**src/rtl/mux_stream_arb_pkg.sv**
```systemverilog
// Shared types and constants for the two-source stream arbiter.
package mux_stream_arb_pkg;

  typedef enum logic [1:0] {
    IDLE  = 2'd0,
    OWN_A = 2'd1,
    OWN_B = 2'd2
  } arb_state_t;

  typedef enum logic {
    SRC_A = 1'b0,
    SRC_B = 1'b1
  } src_t;

  localparam int          BURST_CNT_W = 4;
  localparam logic [15:0] STAT_MAX    = 16'hFFFF;

  function automatic arb_state_t own_state(input src_t src);
    return (src == SRC_B) ? OWN_B : OWN_A;
  endfunction

endpackage

```
**src/rtl/mux_stream_arb_grant.sv**
```systemverilog
// Combinational round-robin grant with bounded bursts; no state of its own.
module mux_stream_arb_grant
  import mux_stream_arb_pkg::*;
#(
  parameter int MAX_BURST = 4
) (
  input  arb_state_t             state_i,
  input  logic [BURST_CNT_W-1:0] burst_cnt_i,
  input  src_t                   last_owner_i,
  input  logic                   a_valid_i,
  input  logic                   b_valid_i,
  output src_t                   grant_o,
  output logic                   grant_vld_o
);

  localparam logic [BURST_CNT_W-1:0] MAX_CNT = BURST_CNT_W'(MAX_BURST);

  src_t own_s;
  logic own_vld_s;
  logic oth_vld_s;

  // Owner keeps the grant until its burst is used up and the other side waits.
  always_comb begin
    grant_o     = SRC_A;
    grant_vld_o = 1'b0;
    own_s       = (state_i == OWN_B) ? SRC_B : SRC_A;
    own_vld_s   = (own_s == SRC_B) ? b_valid_i : a_valid_i;
    oth_vld_s   = (own_s == SRC_B) ? a_valid_i : b_valid_i;
    case (state_i)
      OWN_A, OWN_B: begin
        if (own_vld_s && (!oth_vld_s || (burst_cnt_i < MAX_CNT))) begin
          grant_o     = own_s;
          grant_vld_o = 1'b1;
        end else if (oth_vld_s) begin
          grant_o     = src_t'(~own_s);
          grant_vld_o = 1'b1;
        end else begin
          grant_vld_o = 1'b0;
        end
      end
      default: begin
        if (a_valid_i && b_valid_i) begin
          grant_o     = src_t'(~last_owner_i);
          grant_vld_o = 1'b1;
        end else if (a_valid_i) begin
          grant_o     = SRC_A;
          grant_vld_o = 1'b1;
        end else if (b_valid_i) begin
          grant_o     = SRC_B;
          grant_vld_o = 1'b1;
        end else begin
          grant_vld_o = 1'b0;
        end
      end
    endcase
  end

endmodule

```
**src/rtl/mux_stream_arb.sv**
```systemverilog
// Two-source valid/ready arbiter driving a 2:1 byte mux into a single output register.
// Optional per-source transfer counters under MUX_STREAM_ARB_STATS_EN.
module mux_stream_arb
  import mux_stream_arb_pkg::*;
#(
  parameter int DATA_W    = 8,
  parameter int MAX_BURST = 4
) (
  input  logic              clk,
  input  logic              reset,
  input  logic              a_valid_i,
  input  logic [DATA_W-1:0] a_data_i,
  output logic              a_ready_o,
  input  logic              b_valid_i,
  input  logic [DATA_W-1:0] b_data_i,
  output logic              b_ready_o,
  output logic              sel_o,
  output logic              y_valid_o,
  output logic [DATA_W-1:0] y_data_o,
  input  logic              y_ready_i
`ifdef MUX_STREAM_ARB_STATS_EN
  ,
  input  logic              stats_clr_i,
  output logic [15:0]       a_cnt_o,
  output logic [15:0]       b_cnt_o
`endif
);

  localparam logic [BURST_CNT_W-1:0] MAX_CNT = BURST_CNT_W'(MAX_BURST);

  arb_state_t             state_q, state_d;
  logic [BURST_CNT_W-1:0] burst_cnt_q, burst_cnt_d;
  src_t                   last_owner_q, last_owner_d;
  logic                   sel_q, sel_d;
  logic                   y_valid_q, y_valid_d;
  logic [DATA_W-1:0]      y_data_q, y_data_d;

  src_t              grant_s;
  logic              grant_vld_s;
  logic              load_en_s;
  logic              xfer_s;
  logic [DATA_W-1:0] mux_data_s;

  mux_stream_arb_grant #(.MAX_BURST(MAX_BURST)) u_grant (
    .state_i      (state_q),
    .burst_cnt_i  (burst_cnt_q),
    .last_owner_i (last_owner_q),
    .a_valid_i    (a_valid_i),
    .b_valid_i    (b_valid_i),
    .grant_o      (grant_s),
    .grant_vld_o  (grant_vld_s)
  );

  // Handshake outputs are gated by reset so they read 0 while it is held.
  always_comb begin
    load_en_s  = !y_valid_q || y_ready_i;
    mux_data_s = (grant_s == SRC_B) ? b_data_i : a_data_i;
    a_ready_o  = reset && load_en_s && grant_vld_s && (grant_s == SRC_A) && a_valid_i;
    b_ready_o  = reset && load_en_s && grant_vld_s && (grant_s == SRC_B) && b_valid_i;
    xfer_s     = a_ready_o || b_ready_o;
    sel_o      = reset && (grant_vld_s ? (grant_s == SRC_B) : sel_q);
    y_valid_o  = y_valid_q;
    y_data_o   = y_data_q;
  end

  // Next-state for arbitration state and the output stage.
  always_comb begin
    state_d      = state_q;
    burst_cnt_d  = burst_cnt_q;
    last_owner_d = last_owner_q;
    y_valid_d    = y_valid_q;
    y_data_d     = y_data_q;
    sel_d        = grant_vld_s ? (grant_s == SRC_B) : sel_q;
    if (xfer_s) begin
      y_data_d  = mux_data_s;
      y_valid_d = 1'b1;
      if (state_q == own_state(grant_s)) begin
        burst_cnt_d = (burst_cnt_q >= MAX_CNT) ? MAX_CNT : burst_cnt_q + BURST_CNT_W'(1);
      end else begin
        burst_cnt_d  = BURST_CNT_W'(1);
        state_d      = own_state(grant_s);
        last_owner_d = grant_s;
      end
    end else begin
      if (y_ready_i && y_valid_q) begin
        y_valid_d = 1'b0;
      end else begin
        y_valid_d = y_valid_q;
      end
      if (load_en_s && !a_valid_i && !b_valid_i) begin
        state_d     = IDLE;
        burst_cnt_d = '0;
      end else begin
        state_d     = state_q;
      end
    end
  end

  // State and output registers.
  always_ff @(posedge clk or negedge reset) begin
    if (!reset) begin
      state_q      <= IDLE;
      burst_cnt_q  <= '0;
      last_owner_q <= SRC_B;
      sel_q        <= 1'b0;
      y_valid_q    <= 1'b0;
      y_data_q     <= '0;
    end else begin
      state_q      <= state_d;
      burst_cnt_q  <= burst_cnt_d;
      last_owner_q <= last_owner_d;
      sel_q        <= sel_d;
      y_valid_q    <= y_valid_d;
      y_data_q     <= y_data_d;
    end
  end

`ifdef MUX_STREAM_ARB_STATS_EN
  logic [15:0] a_cnt_q, a_cnt_d;
  logic [15:0] b_cnt_q, b_cnt_d;

  // Saturating counters; a clear wins over a same-cycle increment.
  always_comb begin
    a_cnt_d = a_cnt_q;
    b_cnt_d = b_cnt_q;
    if (stats_clr_i) begin
      a_cnt_d = 16'd0;
      b_cnt_d = 16'd0;
    end else begin
      if (a_ready_o && (a_cnt_q != STAT_MAX)) a_cnt_d = a_cnt_q + 16'd1;
      else                                    a_cnt_d = a_cnt_q;
      if (b_ready_o && (b_cnt_q != STAT_MAX)) b_cnt_d = b_cnt_q + 16'd1;
      else                                    b_cnt_d = b_cnt_q;
    end
  end

  // Counter registers.
  always_ff @(posedge clk or negedge reset) begin
    if (!reset) begin
      a_cnt_q <= 16'd0;
      b_cnt_q <= 16'd0;
    end else begin
      a_cnt_q <= a_cnt_d;
      b_cnt_q <= b_cnt_d;
    end
  end

  assign a_cnt_o = a_cnt_q;
  assign b_cnt_o = b_cnt_q;
`endif

endmodule
```
**config.mk**
```make
export PLATFORM = sky130hd
export DESIGN_NAME = mux_stream_arb
export DESIGN_NICKNAME = d
export VERILOG_FILES = /design/src/rtl/mux_stream_arb_pkg.sv /design/src/rtl/mux_stream_arb_grant.sv /design/src/rtl/mux_stream_arb.sv
export SDC_FILE = /design/constraint.sdc
export NUM_CORES = 1
export LEC_CHECK = 0
export ABC_AREA = 1
export ABC_CLOCK_PERIOD_IN_PS = 3550
export BUFFER_PORTS_ARGS = -buffer_cell sky130_fd_sc_hd__buf_4
export CORE_MARGIN = 3
export CORE_UTILIZATION = 50
export DETAILED_ROUTE_END_ITERATION = 6
export HOLD_SLACK_MARGIN = 0.02
export PLACE_DENSITY_LB_ADDON = 0.15
export SETUP_SLACK_MARGIN = 0.5
export SLEW_MARGIN = 5
export SYNTH_ARGS = -nofsm -noshare
export SYNTH_HDL_FRONTEND = slang
export SYNTH_SLANG_ARGS = --single-unit
```
**constraint.sdc**
```tcl
create_clock -name clk -period 3.55 [get_ports clk]
set_clock_uncertainty 0.05 [all_clocks]
set_input_delay 0.355 -clock clk [delete_from_list [all_inputs] [get_ports clk]]
set_output_delay 0.355 -clock clk [all_outputs]
set_load 0.005 [all_outputs]
```
==> results.sh, run 1 <==
export IMPL_outcome="complete, no violations"
export IMPL_via_per_inst=4.923
export IMPL_initial_core_util_pct=56.80
export IMPL_max_cap_violations=0
export IMPL_grt_antenna_before_repair=0
export IMPL_area_growth_pct=29.58
export IMPL_power_switching_uw=436.8
export IMPL_tns_ps=0
export IMPL_cts_buffers=3
export IMPL_path_class="reg -> out"
export IMPL_netlist_area_um2=1045
export IMPL_power_frac_seq_pct=32.5
export IMPL_portBuffers=32
export IMPL_power_leakage_nw=0.7463
export IMPL_reg2regPathDepth=15
export IMPL_peakVddDrop_mv=0.4796
export IMPL_final_max_slew_viol_count=0
export IMPL_die_height_um=51.71
export IMPL_dr_pass1_iters=4
export IMPL_globalplace_congestion=0.7725
export IMPL_slew_headroom_pct=77.50
export IMPL_ys_seq_elements=17
export IMPL_cp_common_cell="nand2_2"
export IMPL_gr_total_overflow=0
export IMPL_synthCells=134
export IMPL_ys_warn_count=0
export IMPL_place_ws_ps=1397
export IMPL_postSynthNetCount=158
export IMPL_r2r_slack_ps=1550
export IMPL_rows=15
export IMPL_finalHoldViolCount=0
export IMPL_yosysUniqueCellTypes=21
export IMPL_hpwl_um=1910
export IMPL_drc_errors=0
export IMPL_reg2reg_from="state_q[0]$_DFFE_PN0P_"
export IMPL_cts_tree="built"
export IMPL_clk_path_buf_depth=2
export IMPL_core_area_um2=1839
export IMPL_first_global_vias=995
export IMPL_grt_pass1_wl_um=4174
export IMPL_reg2reg_to="y_data_o[6]$_DFFE_PN0P_"
export IMPL_end_kind="primary output"
export IMPL_cts_resized=0
export IMPL_path_clk_slew_ps=100
export IMPL_critical_path_max_stage_delay_ps=400
export IMPL_drive_gt1_share_pct=33.92
export IMPL_syn_avg_cell_area_um2=7.797
export IMPL_tightest_slew_ps=336.2
export IMPL_dieArea_um2=2674
export IMPL_fillerInstances=154
export IMPL_routedWlPerCell_um=12.03
export IMPL_path_cells="inv_1 > ha_1 > inv_1 > nand2_1 > nand2_1 > nand2_2 > nand2_2 > nand2_1 > nand2_2 > nand2_2 > nand3_2 > inv_2 > buf_4"
export IMPL_crit_path_end="b_ready_o"
export IMPL_period_minus_slack_ps=2501
export IMPL_clk_latency_ps=300
export IMPL_powerDensity_nw_per_um2=720.2
export IMPL_crit_slowest_cell="dfrtp_1"
export IMPL_max_freq_mhz=399.9
export IMPL_clock_sinks=17
export IMPL_final_net_count=196
export IMPL_htreeDepth=1
export IMPL_antenna_left=0
export IMPL_pin_count=33
export IMPL_grt_max_degree=20
export IMPL_period_share_pct=70.44
export IMPL_grt_setup_unrepaired="false"
export IMPL_crit_start="state_q[0]$_DFFE_PN0P_"
export IMPL_drt_iter0_markers=9
export IMPL_setup_viol=0
export IMPL_grtUsageTotal_pct=20.58
export IMPL_crit_arrival_ps=2100
export IMPL_hp_class="in -> reg"
export IMPL_seq_area_um2=426.7
export IMPL_combPwrFrac_pct=56.6
export IMPL_insertedDiodeCount=0
export IMPL_required_ps=3140
export IMPL_multi_input_area_um2=559.3
export IMPL_ys_seq_area_share_pct=40.84
export IMPL_cts_root_buf="clkbuf_4"
export IMPL_intPower_uw=538.2
export IMPL_wl_um=2358
export IMPL_die_w_um=51.71
export IMPL_num_vias=965
export IMPL_cp_max_fo=9
export IMPL_p_sw_share_pct=44.80
export IMPL_clkPwrFrac_pct=10.9
export IMPL_total_power_uw=975.0
export IMPL_crit_path_start_kind="register"
export IMPL_setup_slack_ps=1049
cell families (layout without fill, tap and decap cells):
kind of cell	after synthesis	in the layout	synth area share (%)
AO/OA/AOI/OAI	7	7	5.150
adder cells (fa/ha/maj)	3	3	3.593
buffers and inverters	15	52	5.629
flip-flops	17	17	40.84
AND/OR/NAND/NOR	92	92	44.79
cell type report:
type                            count  share of cell area (%)
Clock inverter                      1                  0.3697
Timing Repair Buffer               33                   18.48
Multi-Input combinational cell    102                   41.31
Clock buffer                        3                   1.664
Tap cell                           25                   2.311
Sequential cell                    17                   31.52
Inverter                           15                   4.344
worst max-delay path: cells and delay by family (launching register included):
| kind | cells | cell delay (ps) |
|---|---|---|
| AND/OR/NAND/NOR | 8 | 710 |
| buffers and inverters | 4 | 500 |
| flip-flops | 1 | 400 |
| adder cells (fa/ha/maj) | 1 | 200 |
power groups by stage:
stage	Combinational (mW)	Clock (mW)	Sequential (mW)
floorplan	0.372	0	0.317
global placement	0.533	0	0.314
detailed placement	0.554	0	0.321
CTS	0.557	0.110	0.317
global route	0.624	0.117	0.326
finish	0.552	0.107	0.316
state kept, by name (all words and copies together) (netlist names):
name	flops
y_valid_o	1
sel_q	1
y_data_o	8
burst_cnt_q	4
last_owner_q	1
state_q	2
worst min-delay path by stage:
stage,from,endpoint,slack (ps),depth (start not counted)
final,a_data_i[1],y_data_o[1]$_DFFE_PN0P_,220,3
after floorplan,reset,burst_cnt_q[0]$_DFFE_PN0P_,9,0
after global routing,a_data_i[2],y_data_o[2]$_DFFE_PN0P_,210,3
after global placement,reset,sel_q$_DFF_PN0_,190,1
after detailed placement,reset,sel_q$_DFF_PN0_,190,1
after CTS,a_data_i[1],y_data_o[1]$_DFFE_PN0P_,210,3
layout by cell type, fill, tap and decap left out:
cell type / instances
inv_4: 1
clkinv_2: 1
nor2_8: 1
dlygate4sd3_1: 1
o21ai_2: 2
inv_2: 2
o21ai_0: 1
or2_4: 1
o211ai_1: 1
nand3_2: 3
nand2_8: 2
ha_1: 3
a21boi_2: 1
a21boi_0: 1
inv_1: 12
nand2_4: 2
buf_4: 32
dfstp_2: 1
nand3_1: 16
a21oi_1: 1
dfrtp_1: 16
nor2_1: 10
nand2_2: 6
clkbuf_4: 3
nand2_1: 51
layer usage:
metal  GRT usage, %  share of wire (%)
met1          24.91                 42
met2          36.44                 52
met3          6.017                5.4
met4          3.493               0.51
met5              0                  0
Yosys cell counts:
library cell | n | share of area (%)
o21ai_2 | 2 | 1.7
inv_2 | 2 | 0.72
nand2_1 | 51 | 18
nand2_8 | 2 | 3.8
nand3_2 | 3 | 2.9
o21ai_0 | 1 | 0.48
nor2_8 | 1 | 1.9
a21oi_1 | 1 | 0.48
a21boi_2 | 1 | 1.1
dfrtp_1 | 16 | 38
dfstp_2 | 1 | 2.5
nand2_2 | 6 | 3.6
nor2_1 | 10 | 3.6
or2_4 | 1 | 0.84
nand3_1 | 16 | 7.7
a21boi_0 | 1 | 0.72
inv_1 | 12 | 4.3
nand2_4 | 2 | 2.2
inv_4 | 1 | 0.60
ha_1 | 3 | 3.6
o211ai_1 | 1 | 0.72
through the flow:
stage	cells	util (%)	cell area, um2	hold WS, ps
3_5_place_dp	191	71.56	1316	188.8
3_3_place_gp	191	71.56	1316	187.6
5_1_grt	196	73.61	1354	213.4
2_1_floorplan	134	-	1045	9.409
4_1_cts	196	73.61	1354	214.4
6_report	196	73.61	1354	219.6
timing repair:
item / in CTS / in global routing
setup buffers: 0 / 0
hold buffers: 1 / 0
hold endpoints to repair: 16 / 0
endpoints found under the setup margin: 0 / 0
Power figures use the tool's default switching activity.
==> run 2: changes to the inputs <==
Settings changed: ABC_CLOCK_PERIOD_IN_PS 3550 to 2100, CORE_UTILIZATION 50 to 45.
Clock period 3.55 ns to 2.1 ns, I/O delays scaled along.
==> run 2 against run 1 <==
Cell count rose by 6.1%. Clock-buffer cell count unchanged. Global-route usage down 0.067 points. Critical path type unchanged. Critical endpoint is now sel_o. Highest routed layer is now met3.
==> results.sh, run 2 (same netlist as run 1, synthesis figures left out) <==
export IMPL_outcome="complete, no violations"
export IMPL_place_ws_ps=226.1
export IMPL_wl_um=2708
export IMPL_period_share_pct=98.31
export IMPL_p_sw_share_pct=44.62
export IMPL_routedWlPerCell_um=13.02
export IMPL_cts_tree="built"
export IMPL_initial_core_util_pct=50.18
export IMPL_grt_max_degree=18
export IMPL_max_freq_mhz=484.4
export IMPL_crit_start="state_q[0]$_DFFE_PN0P_"
export IMPL_slew_headroom_pct=49.79
export IMPL_hpwl_um=1935
export IMPL_final_cell_mix="nand2_1, buf_4, dfrtp_1"
export IMPL_multi_input_area_um2=678.2
export IMPL_globalplace_congestion=0.8160
export IMPL_dieArea_um2=2936
export IMPL_power_switching_uw=876.9
export IMPL_post_place_cells=193
export IMPL_fillerInstances=157
export IMPL_combPwrFrac_pct=63.4
export IMPL_period_minus_slack_ps=2065
export IMPL_hp_start="a_data_i[1]"
export IMPL_crit_arrival_ps=1800
export IMPL_core_area_um2=2082
export IMPL_setup_slack_ps=35.42
export IMPL_grt_setup_unrepaired="true"
export IMPL_num_vias=1035
export IMPL_via_per_inst=4.976
export IMPL_area_growth_pct=50.30
export IMPL_hold_depth=3
export IMPL_clkPwrFrac_pct=8.8
export IMPL_path_clk_slew_ps=100
export IMPL_hp_class="in -> reg"
export IMPL_final_net_count=206
export IMPL_insertedDiodeCount=0
export IMPL_required_ps=1840
export IMPL_setup_viol=0
export IMPL_powerDensity_nw_per_um2=1251
export IMPL_total_power_mw=1.965
export IMPL_power_leakage_nw=0.8274
export IMPL_peakVddDrop_mv=0.7324
export IMPL_tightest_slew_ps=750.6
export IMPL_htreeDepth=1
export IMPL_drt_iter0_markers=26
export IMPL_antenna_left=0
export IMPL_portBuffers=32
export IMPL_seq_area_um2=427.9
export IMPL_clk_path_buf_depth=2
export IMPL_largest_register_ff_count=8
export IMPL_rows=16
export IMPL_gr_total_overflow=0
export IMPL_grt_antenna_before_repair=0
export IMPL_cts_root_buf="clkbuf_4"
export IMPL_reg2regPathDepth=16
export IMPL_drc_errors=0
export IMPL_pin_count=33
export IMPL_finalNonFillerCells=208
export IMPL_clk_latency_ps=290
export IMPL_path_class="reg -> out"
export IMPL_grtUsageTotal_pct=20.52
export IMPL_crit_path_start_kind="register"
export IMPL_cts_buffers=3
export IMPL_r2r_slack_ps=150
export IMPL_power_frac_seq_pct=27.8
export IMPL_first_global_vias=1016
export IMPL_end_kind="primary output"
export IMPL_finalHoldViolCount=0
export IMPL_final_common_cell="nand2_1"
export IMPL_reg2reg_from="state_q[0]$_DFFE_PN0P_"
export IMPL_intPower_mw=1.088
export IMPL_die_w_um=54.19
export IMPL_max_cap_violations=0
export IMPL_die_height_um=54.19
export IMPL_drive_gt1_share_pct=46.41
export IMPL_grt_pass1_wl_um=4326
export IMPL_dr_pass1_iters=4
export IMPL_clock_sinks=17
export IMPL_final_max_slew_viol_count=0
export IMPL_cp_max_fo=5
-- run 2: cell count changes in the layout (fill, tap and decap cells not counted), moves of 2 or more --
cell,delta
buf_4,+7
buf_6,+3
ha_1,-2
ha_4,+2
inv_1,-3
nand2_1,-4
nand2_4,+4
nand3_1,-4
nand3_4,+3
-- run 2: power groups by stage --
stage	Combinational, mW	Sequential (mW)	Clock [mW]
after floorplan	0.661	0.543	0
after global placement	0.940	0.544	0
after detailed placement	0.969	0.552	0
after CTS	1.11	0.541	0.179
after global routing	1.36	0.561	0.199
final	1.25	0.547	0.172
-- run 2: what timing repair did --
action | 4_1_cts | 5_1_grt
endpoints found under the setup margin | 19 | 19
endpoints found under the hold margin | 17 | 0
pin swaps | 1 | 6
setup buffers | 9 | 1
hold buffers | 1 | 0
gates resized for setup | 8 | 19
-- run 2: critical path: stages (launching register included) --
cell and delay [ps]:
dfrtp_1 410, inv_2 120, ha_4 170, nand2_2 80, a21oi_2 210, nand2_4 70, nand3_4 110, nand2_8 80
a21boi_2 140, buf_4 110
-- run 2: final cells by class --
type / instances / share of cell area (%)
multi-input cells: 102 / 43.19
flip-flops and latches: 17 / 27.25
repair buffers: 43 / 21.43
inverters: 15 / 4.223
well taps: 27 / 2.151
clock buffers: 3 / 1.434
clock inverters: 1 / 0.3187
-- run 2: final timing paths --
kind | end
setup / recovery | sel_o
hold / removal | y_data_o[1]$_DFFE_PN0P_
setup reg to reg | y_data_o[0]$_DFFE_PN0P_
hold reg to reg | burst_cnt_q[1]$_DFFE_PN0P_
max in group asynchronous | state_q[1]$_DFFE_PN0P_
min in group asynchronous | state_q[0]$_DFFE_PN0P_
-- run 2: through the flow --
stage / setup TNS (ps) / utilization [%] / hold slack, ps / area (um2)
floorplan: 0 / - / -135.6 / 1080
global placement: 0 / 65.02 / 38.22 / 1354
detailed placement: 0 / 65.02 / 41.87 / 1354
CTS: 0 / 71.09 / 70.58 / 1480
global route: -94.44 / 75.42 / 63.95 / 1570
finish: 0 / 75.42 / 79.48 / 1570
-- run 2: per-layer routing --
layer	global-route usage, %	vias to the layer above	wire length [um]
met1	23.81	494	1163
met5	0	-	0
met4	3.734	0	0
met3	4.986	0	128
met2	37.85	24	1416
li1	-	517	-
